**src/rtl/varredura_display.sv**
```systemverilog
// varredura_display
// Scans a 4-digit packed BCD word onto a multiplexed 7-segment display,
// one digit per time slot of DIV clock cycles.
// The display is double-buffered. A loaded word waits in a hold register
// and becomes visible only at the next frame boundary, so a frame never
// mixes two words.
//
// Ports:
//   clk        in   1   system clock, rising edge
//   reset      in   1   synchronous, active-high
//   bcdin      in   16  packed BCD, [3:0] = digit0 (rightmost) .. [15:12] = digit3
//   carga      in   1   load strobe, captures bcdin this cycle
//   anodos     out  4   digit enables, active-low
//   segmentos  out  7   {g,f,e,d,c,b,a}, active-low
//   quadro     out  1   one-cycle pulse at each frame start
//
// Optional build macro: BLANK_ZEROS_EN enables leading-zero blanking.
// Without it every digit is decoded as-is. Timing is the same in both builds.
module varredura_display #(
  parameter int DIV = 50000
) (
  input  logic        clk,
  input  logic        reset,
  input  logic [15:0] bcdin,
  input  logic        carga,
  output logic [3:0]  anodos,
  output logic [6:0]  segmentos,
  output logic        quadro
);

  localparam int PW = (DIV > 1) ? $clog2(DIV) : 1;

  logic [PW-1:0] r_presc;
  logic [1:0]    r_index;
  logic [15:0]   r_hold;
  logic [15:0]   r_shadow;
  logic          r_pend;
  logic [3:0]    r_anodos;
  logic [6:0]    r_segs;
  logic          r_quadro;

  logic          w_tick;
  logic          w_boundary;
  logic [3:0]    w_digit;
  logic          w_blank;
  logic [3:0]    w_anodos;
  logic [6:0]    w_segs;

  assign w_tick     = (r_presc == PW'(DIV - 1));
  assign w_boundary = w_tick && (r_index == 2'd3);

  // Select the digit of the shown word for the current slot, decide
  // whether it is a leading zero to blank, and decode it to active-low
  // segments. Illegal BCD values show a dash.
  always_comb begin
    w_digit  = 4'd0;
    w_blank  = 1'b0;
    w_anodos = 4'b1111;
    w_segs   = 7'b1111111;
    case (r_index)
      2'd0: begin
        w_digit  = r_shadow[3:0];
        w_anodos = 4'b1110;
      end
      2'd1: begin
        w_digit  = r_shadow[7:4];
        w_anodos = 4'b1101;
        w_blank  = (r_shadow[15:4] == 12'd0);
      end
      2'd2: begin
        w_digit  = r_shadow[11:8];
        w_anodos = 4'b1011;
        w_blank  = (r_shadow[15:8] == 8'd0);
      end
      default: begin
        w_digit  = r_shadow[15:12];
        w_anodos = 4'b0111;
        w_blank  = (r_shadow[15:12] == 4'd0);
      end
    endcase
    case (w_digit)
      4'd0:    w_segs = 7'b1000000;
      4'd1:    w_segs = 7'b1111001;
      4'd2:    w_segs = 7'b0100100;
      4'd3:    w_segs = 7'b0110000;
      4'd4:    w_segs = 7'b0011001;
      4'd5:    w_segs = 7'b0010010;
      4'd6:    w_segs = 7'b0000010;
      4'd7:    w_segs = 7'b1111000;
      4'd8:    w_segs = 7'b0000000;
      4'd9:    w_segs = 7'b0010000;
      default: w_segs = 7'b0111111;
    endcase
`ifdef BLANK_ZEROS_EN
    if (w_blank) begin
      w_segs = 7'b1111111;
    end
`endif
  end

  // Slot timing: the prescaler sets the slot length and the index steps
  // through the four digits once per slot.
  always_ff @(posedge clk) begin
    if (reset) begin
      r_presc <= '0;
      r_index <= 2'd0;
    end else begin
      if (w_tick) begin
        r_presc <= '0;
        r_index <= r_index + 2'd1;
      end else begin
        r_presc <= r_presc + 1'b1;
      end
    end
  end

  // Double buffer. A load on the boundary cycle goes straight to the
  // shown word so it is not delayed by a whole frame.
  always_ff @(posedge clk) begin
    if (reset) begin
      r_hold   <= 16'd0;
      r_shadow <= 16'd0;
      r_pend   <= 1'b0;
    end else begin
      if (w_boundary) begin
        if (carga) begin
          r_hold   <= bcdin;
          r_shadow <= bcdin;
        end else if (r_pend) begin
          r_shadow <= r_hold;
        end
        r_pend <= 1'b0;
      end else if (carga) begin
        r_hold <= bcdin;
        r_pend <= 1'b1;
      end
    end
  end

  // Registered outputs: anodes and segments update together from the
  // same slot, so the display never shows a half-switched digit.
  always_ff @(posedge clk) begin
    if (reset) begin
      r_anodos <= 4'b1111;
      r_segs   <= 7'b1111111;
      r_quadro <= 1'b0;
    end else begin
      r_anodos <= w_anodos;
      r_segs   <= w_segs;
      r_quadro <= w_boundary;
    end
  end

  assign anodos    = r_anodos;
  assign segmentos = r_segs;
  assign quadro    = r_quadro;

endmodule

```
**config.mk**
```make
export PLATFORM = sky130hd
export DESIGN_NAME = varredura_display
export DESIGN_NICKNAME = d
export VERILOG_FILES = /design/src/rtl/varredura_display.sv
export SDC_FILE = /design/constraint.sdc
export NUM_CORES = 1
export LEC_CHECK = 0
export CAP_MARGIN = 40
export CORE_MARGIN = 2
export CORE_UTILIZATION = 32
export DETAILED_ROUTE_END_ITERATION = 7
export DONT_BUFFER_PORTS = 1
export PLACE_DENSITY = 0.52
export SLEW_MARGIN = 25
export SYNTH_ARGS = -nofsm -noshare
export SYNTH_HDL_FRONTEND = slang
export SYNTH_SLANG_ARGS = --single-unit
```
**constraint.sdc**
```tcl
create_clock -name clk -period 6.35 [get_ports clk]
set_input_delay 0.3175 -clock clk [delete_from_list [all_inputs] [get_ports clk]]
set_output_delay 0.3175 -clock clk [all_outputs]
set_load 0.01 [all_outputs]
```
# --- Word level (Yosys, flattened, before mapping) ---
# Memory sizes are Yosys's and may differ from the RTL's. A register that Yosys moved wholly into a read port is not among the register bits.
# Index checks and enable logic that the tools add are counted.
op_classes:
  add_sub_neg: 2
  multipliers: 0
  n_div: 0
  order_cmp: 0
  eq_ne: 4
  shift: 0
  n_mux: 4
  bitwise_logic: 0
  reduce_logical: 6
op_table:
  columns: ["op", "n"]
  rows:
  - ["2-to-1 mux 16 bit", 2]
  - ["one-hot mux 4 bit (3 select lines)", 2]
  - ["adder 16 x 1 -> 16 bit, second input constant", 1]
  - ["equality test 16 bit, second input constant", 1]
  - ["equality test 2 bit, second input constant", 2]
  - ["OR reduction 2 bit", 2]
  - ["adder 2 x 1 -> 2 bit, second input constant", 1]
  - ["equality test 2 x 1 -> 1 bit, second input constant", 1]
  - ["zero test 2 bit", 1]
  - ["AND reduction 2 bit", 1]
  - ["nonzero test 2 bit", 1]
  - ["logical AND 1 bit", 1]
totals:
  register_bits: 56
  latch_bits: 0
  mem_bits_rw: 0
  romBits: 112
  word_cells: 24
  mem_count: 1
memory_table:
  columns: ["name", "words", "width", "read_ports", "rd_clocked_by_memory_dff", "wr", "line", "source"]
  rows:
  - ["(no name shown)", 16, 7, 1, 1, 0, "81", "case (w_digit)"]

# --- Depth between registers and ports, before layout ---
# Gate-level depths: netlist of the first run.
depth:
  depth_word: 3
  mapped_depth: 8
  ltp_nobuf: 8

# --- Worst setup path before layout of the first run ---
# OpenSTA, ideal clock, no wires.
synth_path:
  path_kind: "reg-to-reg"
  startpoint: "reg r_index[0]"
  endpoint: "reg r_segs[3], in the netlist segmentos[3]"
  arrival_time_ns: 1.995
  t_required_ns: 6.216
  slack_ns: 4.221
  stages_incl_launch_ff: 8
  n_path_buf: 1
  synth_period_minus_slack_ns: 2.129
  path_cell_list: "dfxtp_1 > ha_1 > clkbuf_1 > mux2i_1 > inv_1 > ha_1 > nor2_1 > or4_1"
synth_between:
  elab_chain_len: 2
  word_cells_on_any_way: 4
  cone_classes: "2 x eq/ne; 1 x mux; 1 x reduce/logical"
synth_rtl:
  columns: ["element", "line", "source"]
  rows:
  - ["start, declared", "34", "logic [1:0] r_index;"]
  - ["start signal, assigned", "110", "r_index <= r_index + 2'd1;"]
  - ["equality test 2 bit, or another cell as far along", null, null]
  - ["one-hot mux 4 bit (3 select lines) (*)", "60", "case (r_index)"]
  - ["end, declared", "39", "logic [6:0] r_segs;"]
# Mark *: on every way between the ends. The rest lies on a longest branch, timed or not.
# A chain may end at the register's enable or synchronous reset.

# --- Final worst setup path of the first run ---
# Same ends and word-level chain as after synthesis.

==> insert_results.sql, run 1 <==
INSERT INTO impl_metrics (metric_group, metric, value, unit) VALUES
('synthesis', 'post_synth_most_frequent_cells', 'dfxtp_1 (63), nor2_1 (40), mux2i_1 (18)', ''),
('synthesis', 'synth_fp_nets', '291', ''),
('sta', 'holdWs', '0.0627', 'ns'),
('clock_network', 'post_cts.resized_instances', '0', ''),
('clock_network', 'tritoncts', 'built', ''),
('synthesis', 'synth_most_common_cell', 'dfxtp_1', ''),
('synthesis', 'yosys.area.top_type_share', '46.6', '%'),
('drt', 'num_vias', '1770', ''),
('setup_path', 'worst-endpoint-required', '6.56', 'ns'),
('power', 'worst_ir_drop_vdd', '104', 'uV'),
('sta', 'fin_tns_setup', '0', 'ns'),
('sta', 'slew_at_the_pin_with_the_worst_max_slew_slack', '0.656', 'ns'),
('drt', 'wl_per_cell', '13.5', 'um'),
('synthesis', 'synthTopCellsByArea', 'dfxtp_1 (47%), mux2i_1 (6.7%), mux2_4 (5.5%)', ''),
('clock_network', 'clock_sink_count', '63', ''),
('drt', 'detail_route.drc_violations', '0', ''),
('setup_path', 'reg2reg_depth', '6', ''),
('grt', 'grt_first_pass_wirelength', '8370', 'um'),
('setup_path', 'worst_r2r_endpoint', 'segmentos[3]', ''),
('synthesis', 'number_of_flops_mapped_to_enable_cells_by_yosys', '0', ''),
('sta', 'min_period_over_period', '38.0', '%'),
('die', 'area_of_the_die', '9210', 'um^2'),
('power', 'power-per-cell-area', '251', 'nW/um^2'),
('place', 'placed_inst_area', '2760', 'um^2'),
('setup_path', 'cp_endpoint_kind', 'flip-flop', ''),
('sta', 'final_hold_violations', '0', ''),
('synthesis', 'postSynthRegisterBits', '63', ''),
('sta', 'final.setup_skew', '0.0112', 'ns'),
('power', 'overall_power', '744', 'uW'),
('hold_path', 'min_from', 'reset', ''),
('synthesis', 'syn_inst', '263', ''),
('drt', 'drtIter0Drc', '67', ''),
('grt', 'track_usage', '12.1', '%'),
('place', 'place.detailed.hpwl', '3370', 'um'),
('setup_path', 'setup.worst_path.start_class', 'flip-flop', ''),
('sta', 'timing.final.max_slew_violations', '0', ''),
('hold_path', 'hold_path_depth', '1', ''),
('grt', 'first_global_vias', '1765', ''),
('die', 'initial_util', '32.9', '%'),
('setup_path', 'worstPathArrival', '2.62', 'ns'),
('layout', 'layout-drive-gt1-share', '13.5', '%'),
('synthesis', 'synth.largest_area_cell', 'dfxtp_1', ''),
('clock_network', 'clk_latency', '0.34', 'ns'),
('flow_run', 'maxCapViolations', '0', ''),
('grt', 'gr-total-overflow', '0', ''),
('synthesis', 'async_reset_ff_share', '0', '%'),
('drt', 'drtPass1Iterations', '4', ''),
('clock_network', 'cts_setup_buffers', '0', ''),
('layout', 'syn_to_final_growth', '9.39', '%'),
('layout', 'fillers', '828', ''),
('die', 'dieHeight', '96.0', 'um'),
('setup_path', 'worst_setup_path_startpoint', 'r_index[0]', ''),
('sta', 'rsz0062_at_grt', 'no', ''),
('clock_network', 'cts.htree.levels', '3', ''),
('synthesis', 'synth_flop_cell', 'dfxtp_1', ''),
('synthesis', 'netlist-cell-type-count', '45', ''),
('grt', 'grt_start_max_net_pins', '50', ''),
('hold_path', 'hold_path_end', 'r_hold[10]', ''),
('synthesis', 'netlist_area', '2710', 'um^2'),
('layout', 'fin_util', '36.0', '%'),
('hold_path', 'hold_class', 'in -> reg', ''),
('clock_network', 'maximum_clock_insertion_buffer_count', '2', ''),
('clock_network', 'cts-root-buf', 'clkbuf_8', ''),
('drt', 'vias_per_cell', '4.76', ''),
('clock_network', 'clock_slew_at_reported_path_ffs', '0.07', 'ns'),
('setup_path', 'setup.worst_path.class', 'reg -> reg', ''),
('setup_path', 'r2r_setup_slack', '3.94', 'ns'),
('die', 'io-pin-count', '31', ''),
('place', 'io_buffers', '0', ''),
('status', 'run_status', 'complete, no violations', ''),
('drt', 'number_of_antenna_violating_nets_in_the_routed_design', '0', '');
-- how the worst max path moves through the flow --
| stage | end | slack (ns) |
|---|---|---|
| 6_report | segmentos[3] | 3.94 |
| 5_1_grt | segmentos[3] | 3.79 |
| 4_1_cts | r_shadow[4] | 3.73 |
| 3_5_place_dp | r_shadow[1] | 3.75 |
| 3_3_place_gp | r_shadow[15] | 3.78 |
| 2_1_floorplan | segmentos[3] | 4.22 |
-- final cells by class --
type                            count  area (um^2)  share of cell area, %
Clock buffer                       11          151                   5.11
Clock inverter                      5         32.5                   1.10
Inverter                            9         33.8                   1.14
Multi-Input combinational cell    178         1340                   45.1
Sequential cell                    63         1260                   42.6
Tap cell                          105          131                   4.44
Timing Repair Buffer                1         15.0                  0.507
-- per-stage QoR --
| step | std cells | worst slack (ns) |
|---|---|---|
| 2_1_floorplan | 263 | 4.22 |
| 3_3_place_gp | 355 | 3.78 |
| 3_5_place_dp | 355 | 3.75 |
| 4_1_cts | 371 | 3.73 |
| 5_1_grt | 372 | 3.79 |
| 6_report | 372 | 3.94 |
-- cells in the final DEF, fill, tap and decap left out, types with 2 or more instances in the layout --
cell type | netlist | routed
xor2_1 | 7 | 7
and4_1 | 3 | 3
nand2_1 | 3 | 3
ha_1 | 9 | 9
and3_1 | 2 | 2
a222oi_1 | 2 | 2
dfxtp_1 | 63 | 63
nand2b_1 | 4 | 4
xnor2_1 | 6 | 6
a22o_1 | 2 | 2
mux2_2 | 7 | 7
mux2_4 | 10 | 10
inv_1 | 9 | 9
nor4_1 | 2 | 2
a22oi_1 | 3 | 3
nor3_1 | 2 | 2
mux2i_1 | 18 | 18
nand3_1 | 9 | 9
o21ai_0 | 2 | 2
nand4_1 | 5 | 5
o21bai_1 | 3 | 3
clkinv_2 | 0 | 2
a21oi_1 | 9 | 9
clkinvlp_4 | 0 | 3
or4_1 | 3 | 3
nor2b_1 | 12 | 12
clkbuf_8 | 0 | 11
nor2_1 | 40 | 40
-- layer usage --
metal | track usage (%) | routed length (um) | vias up
li1 | - | - | 917
met1 | 14.6 | 2450 | 817
met2 | 18.5 | 2230 | 30
met3 | 4.70 | 258 | 6
met4 | 6.19 | 85 | 0
met5 | 0 | 0 | -
-- worst max-delay path, stage by stage, from the launching register on --
cell      delay, ns
dfxtp_1        0.42
inv_1          0.11
ha_1           0.30
a222oi_1       0.43
mux2i_1        0.27
and4_1         0.26
or4_1          0.51
-- logic make-up (layout without fill, tap and decap cells) --
family / after synthesis / count (layout) / synth area share, %
buf+inv: 22 / 26 / 4.07
xor+xnor: 13 / 13 / 4.21
flops: 63 / 63 / 46.6
simple gates: 91 / 91 / 17.8
fa+ha+maj: 9 / 9 / 4.16
mux: 35 / 35 / 15.1
compound gates: 30 / 30 / 8.09
-- power by group --
group          internal [mW]  switching (mW)
sequential             0.405         0.00488
clock                  0.161           0.153
combinational         0.0101         0.00881
total                  0.577           0.167
-- state kept, by name, summed over array words and instances, names as in the netlist --
register and flops:
r_presc 16, segmentos 7, r_pend 1, quadro 1, r_hold 16, r_shadow 16, r_index 2, anodos 4
No activity file was read; power rests on OpenSTA's default activity.
==> run 2, diff against run 1 <==
--- a/config.mk
+++ b/config.mk
@@ -10,7 +10,7 @@
 export CORE_UTILIZATION = 32
 export DETAILED_ROUTE_END_ITERATION = 7
 export DONT_BUFFER_PORTS = 1
-export PLACE_DENSITY = 0.52
+export PLACE_DENSITY = 0.53
 export SLEW_MARGIN = 25
 export SYNTH_ARGS = -nofsm -noshare
 export SYNTH_HDL_FRONTEND = slang
==> constraint.sdc (replaced) <==
create_clock -name clk -period 2.1 [get_ports clk]
set_input_delay 0.105 -clock clk [delete_from_list [all_inputs] [get_ports clk]]
set_output_delay 0.105 -clock clk [all_outputs]
set_load 0.01 [all_outputs]
==> run 2 against run 1 <==
Net effect:
- setup slack worse by 3.9 ns
- clock-buffer cell count down 2
- sequential share of layout area down 5.5 points
- non-clock buffer count up 42
- global-route usage up 1.2 points
- maximum frequency up 19%
- clock skew down 0.0054 ns
- design area up 15%
- power rose to 3.1 times the previous value
- sequential power rose to 3.0 times the previous value
- core utilization up 5.5 points
- critical path type unchanged
==> insert_results.sql, run 2 (synthesis gave the netlist of run 1 again) <==
INSERT INTO impl_metrics (metric_group, metric, value, unit) VALUES
('layout', 'fillers', '800', ''),
('setup_path', 'critPathSlowestCell', 'or4_1', ''),
('clock_network', 'clk_latency', '0.34', 'ns'),
('sta', 'final_hold_violations', '0', ''),
('hold_path', 'min_from', 'bcdin[15]', ''),
('drt', 'route.final.wire_length', '5510', 'um'),
('power', 'overall_power', '2.29', 'mW'),
('setup_path', 'worst-endpoint-required', '2.32', 'ns'),
('drt', 'wl_per_cell', '13.3', 'um'),
('setup_path', 'setup.worst_path.start_class', 'flip-flop', ''),
('clock_network', 'cts-root-buf', 'clkbuf_8', ''),
('sta', 'min_period_over_period', '96.7', '%'),
('hold_path', 'hold_class', 'in -> reg', ''),
('power', 'power-per-cell-area', '671', 'nW/um^2'),
('hold_path', 'hold_path_end', 'r_hold[15]', ''),
('die', 'area_of_the_die', '9210', 'um^2'),
('die', 'die_w', '96.0', 'um'),
('grt', 'grt_antenna_before_repair', '0', ''),
('sta', 'max_freq', '492', 'MHz'),
('die', 'initial_util', '32.9', '%'),
('clock_network', 'tritoncts', 'built', ''),
('sta', 'timing.max_slew.rel_slack', '66.8', '%'),
('grt', 'track_usage', '13.2', '%'),
('setup_path', 'critical-path-top-delay-family', 'simple AND/OR/NAND/NOR gates', ''),
('setup_path', 'cp_endpoint_kind', 'flip-flop', ''),
('die', 'coreArea', '8220', 'um^2'),
('sta', 'fin_tns_setup', '0', 'ns'),
('grt', 'grt_first_pass_wirelength', '9140', 'um'),
('drt', 'wl_met2', '2570', 'um'),
('status', 'run_status', 'complete, no violations', ''),
('sta', 'slew_at_the_pin_with_the_worst_max_slew_slack', '0.498', 'ns'),
('place', 'io_buffers', '0', ''),
('layout', 'final_cell_mix', 'dfxtp_1 (61), nor2_1 (40), dlygate4sd3_1 (28), mux2i_1 (16)', ''),
('power', 'worst_ir_drop_vdd', '261', 'uV'),
('layout', 'most_common_library_cell_in_the_layout_ignoring_fill_and_taps', 'dfxtp_1', ''),
('drt', 'detail_route.drc_violations', '0', ''),
('grt', 'grt_start_max_net_pins', '36', ''),
('place', 'place_ws', '-0.0257', 'ns'),
('hold_path', 'hold_path_depth', '2', ''),
('grt', 'first_global_vias', '1898', ''),
('sta', 'holdWs', '0.00892', 'ns'),
('sta', 'worst_slack', '0.0689', 'ns'),
('sta', 'timing.final.max_slew_violations', '0', ''),
('setup_path', 'reg2reg_depth', '7', ''),
('setup_path', 'timing.critical_path.cells', 'inv_2 > ha_2 > a222oi_1 > buf_4 > mux2_4 > and4_1 > or4_1', ''),
('layout', 'layout_top_registers', 'r_hold (16), r_presc (16), r_shadow (16)', ''),
('clock_network', 'clock_slew_at_reported_path_ffs', '0.07', 'ns'),
('setup_path', 'worst_r2r_endpoint', 'segmentos[3]', ''),
('drt', 'routedLengthMet1', '2510', 'um'),
('clock_network', 'maximum_clock_insertion_buffer_count', '2', ''),
('place', 'place.detailed.hpwl', '3490', 'um'),
('drt', 'num_vias', '1963', ''),
('sta', 'final.setup_skew', '0.00577', 'ns'),
('grt', 'gr-total-overflow', '0', ''),
('setup_path', 'setup.worst_path.class', 'reg -> reg', ''),
('drt', 'met3_wl', '317', 'um'),
('drt', 'number_of_antenna_violating_nets_in_the_routed_design', '0', ''),
('drt', 'topRoutingLayerUsed', 'met4', ''),
('drt', 'drtIter0Drc', '81', ''),
('drt', 'vias_per_cell', '4.74', ''),
('clock_network', 'cts.htree.levels', '3', ''),
('layout', 'layout-drive-gt1-share', '19.7', '%'),
('place', 'placed_cells_incl_taps', '367', ''),
('sta', 'rsz0062_at_grt', 'no', ''),
('layout', 'syn_to_final_growth', '26.1', '%'),
('layout', 'antennaDiodeCount', '0', ''),
('layout', 'final-instance-count-excl-fill', '414', ''),
('die', 'io-pin-count', '31', ''),
('clock_network', 'cts_buffers', '9', ''),
('sta', 'final.min_clock_period', '2.03', 'ns'),
('setup_path', 'cp_num_buf_inv', '2', ''),
('flow_run', 'maxCapViolations', '0', ''),
('die', 'dieHeight', '96.0', 'um'),
('power', 'p_leak', '1.37', 'nW'),
('setup_path', 'worstPathArrival', '2.25', 'ns'),
('die', 'std_cell_rows', '33', ''),
('place', 'finalWeightedCongestion', '0.827', ''),
('drt', 'drtPass1Iterations', '4', ''),
('setup_path', 'worst_path_largest_cell_delay', '0.49', 'ns'),
('clock_network', 'clock_sink_count', '63', ''),
('setup_path', 'timing.critical_path.fanout_max', '5', ''),
('layout', 'finish.net_count', '332', ''),
('sta', 'finalSetupViolations', '0', ''),
('setup_path', 'regToRegStartpoint', 'r_index[0]', ''),
('setup_path', 'r2r_setup_slack', '0.07', 'ns');
==> run 2: cell count changes in the layout (fill, tap and decap cells not counted), sizes merged <==
| cell | delta |
|---|---|
| dlygate4sd3 | +28 |
| clkbuf | -2 |
| buf | +14 |
| inv | +1 |
| clkinv | +3 |
| clkinvlp | -2 |
==> run 2: how the worst max path moves through the flow <==
stage	start	to	slack [ns]	cells past startpoint
after floorplan	r_index[0]	segmentos[3]	0.01	7
after global placement	r_index[0]	segmentos[3]	0.04	6
after detailed placement	r_index[0]	segmentos[3]	-0.03	6
after CTS	r_presc[13]	r_shadow[1]	0.03	5
after global routing	r_index[0]	segmentos[3]	0.01	7
final	r_index[0]	segmentos[3]	0.07	7
==> run 2: cell type report <==
class	count	area, um^2	share of cell area [%]
clock buffers	9	124	3.63
multi-input cells	178	1380	40.4
clock inverters	7	48.8	1.43
inverters	9	33.8	0.990
repair buffers	43	430	12.6
flip-flops and latches	63	1270	37.1
well taps	105	131	3.85
==> run 2: through the flow <==
step | util, % | cell area (um^2)
CTS | 41.0 | 3370
finish | 41.5 | 3410
global placement | 35.1 | 2880
floorplan | - | 2710
detailed placement | 35.1 | 2880
global route | 41.5 | 3410
==> run 2: where the power goes <==
group          total [mW]  internal, mW  switching (mW)
clock               0.926         0.429           0.497
combinational       0.126        0.0798          0.0459
sequential           1.24          1.22          0.0157
total                2.29          1.73           0.558
==> run 2: per-layer routing <==
metal	global-route usage, %	vias to the layer above
met5	0	-
met4	5.48	0
met3	5.56	11
met2	20.9	42
met1	15.9	913
li1	-	997
==> run 2: timing repair <==
| action | 4_1_cts | 5_1_grt |
|---|---|---|
| resized for setup | 2 | 12 |
| setup buffers | 1 | 1 |
| hold buffers | 29 | 0 |
| endpoints found under the setup margin | 1 | 9 |
| pin swaps | 2 | 3 |
| endpoints found under the hold margin | 34 | 0 |
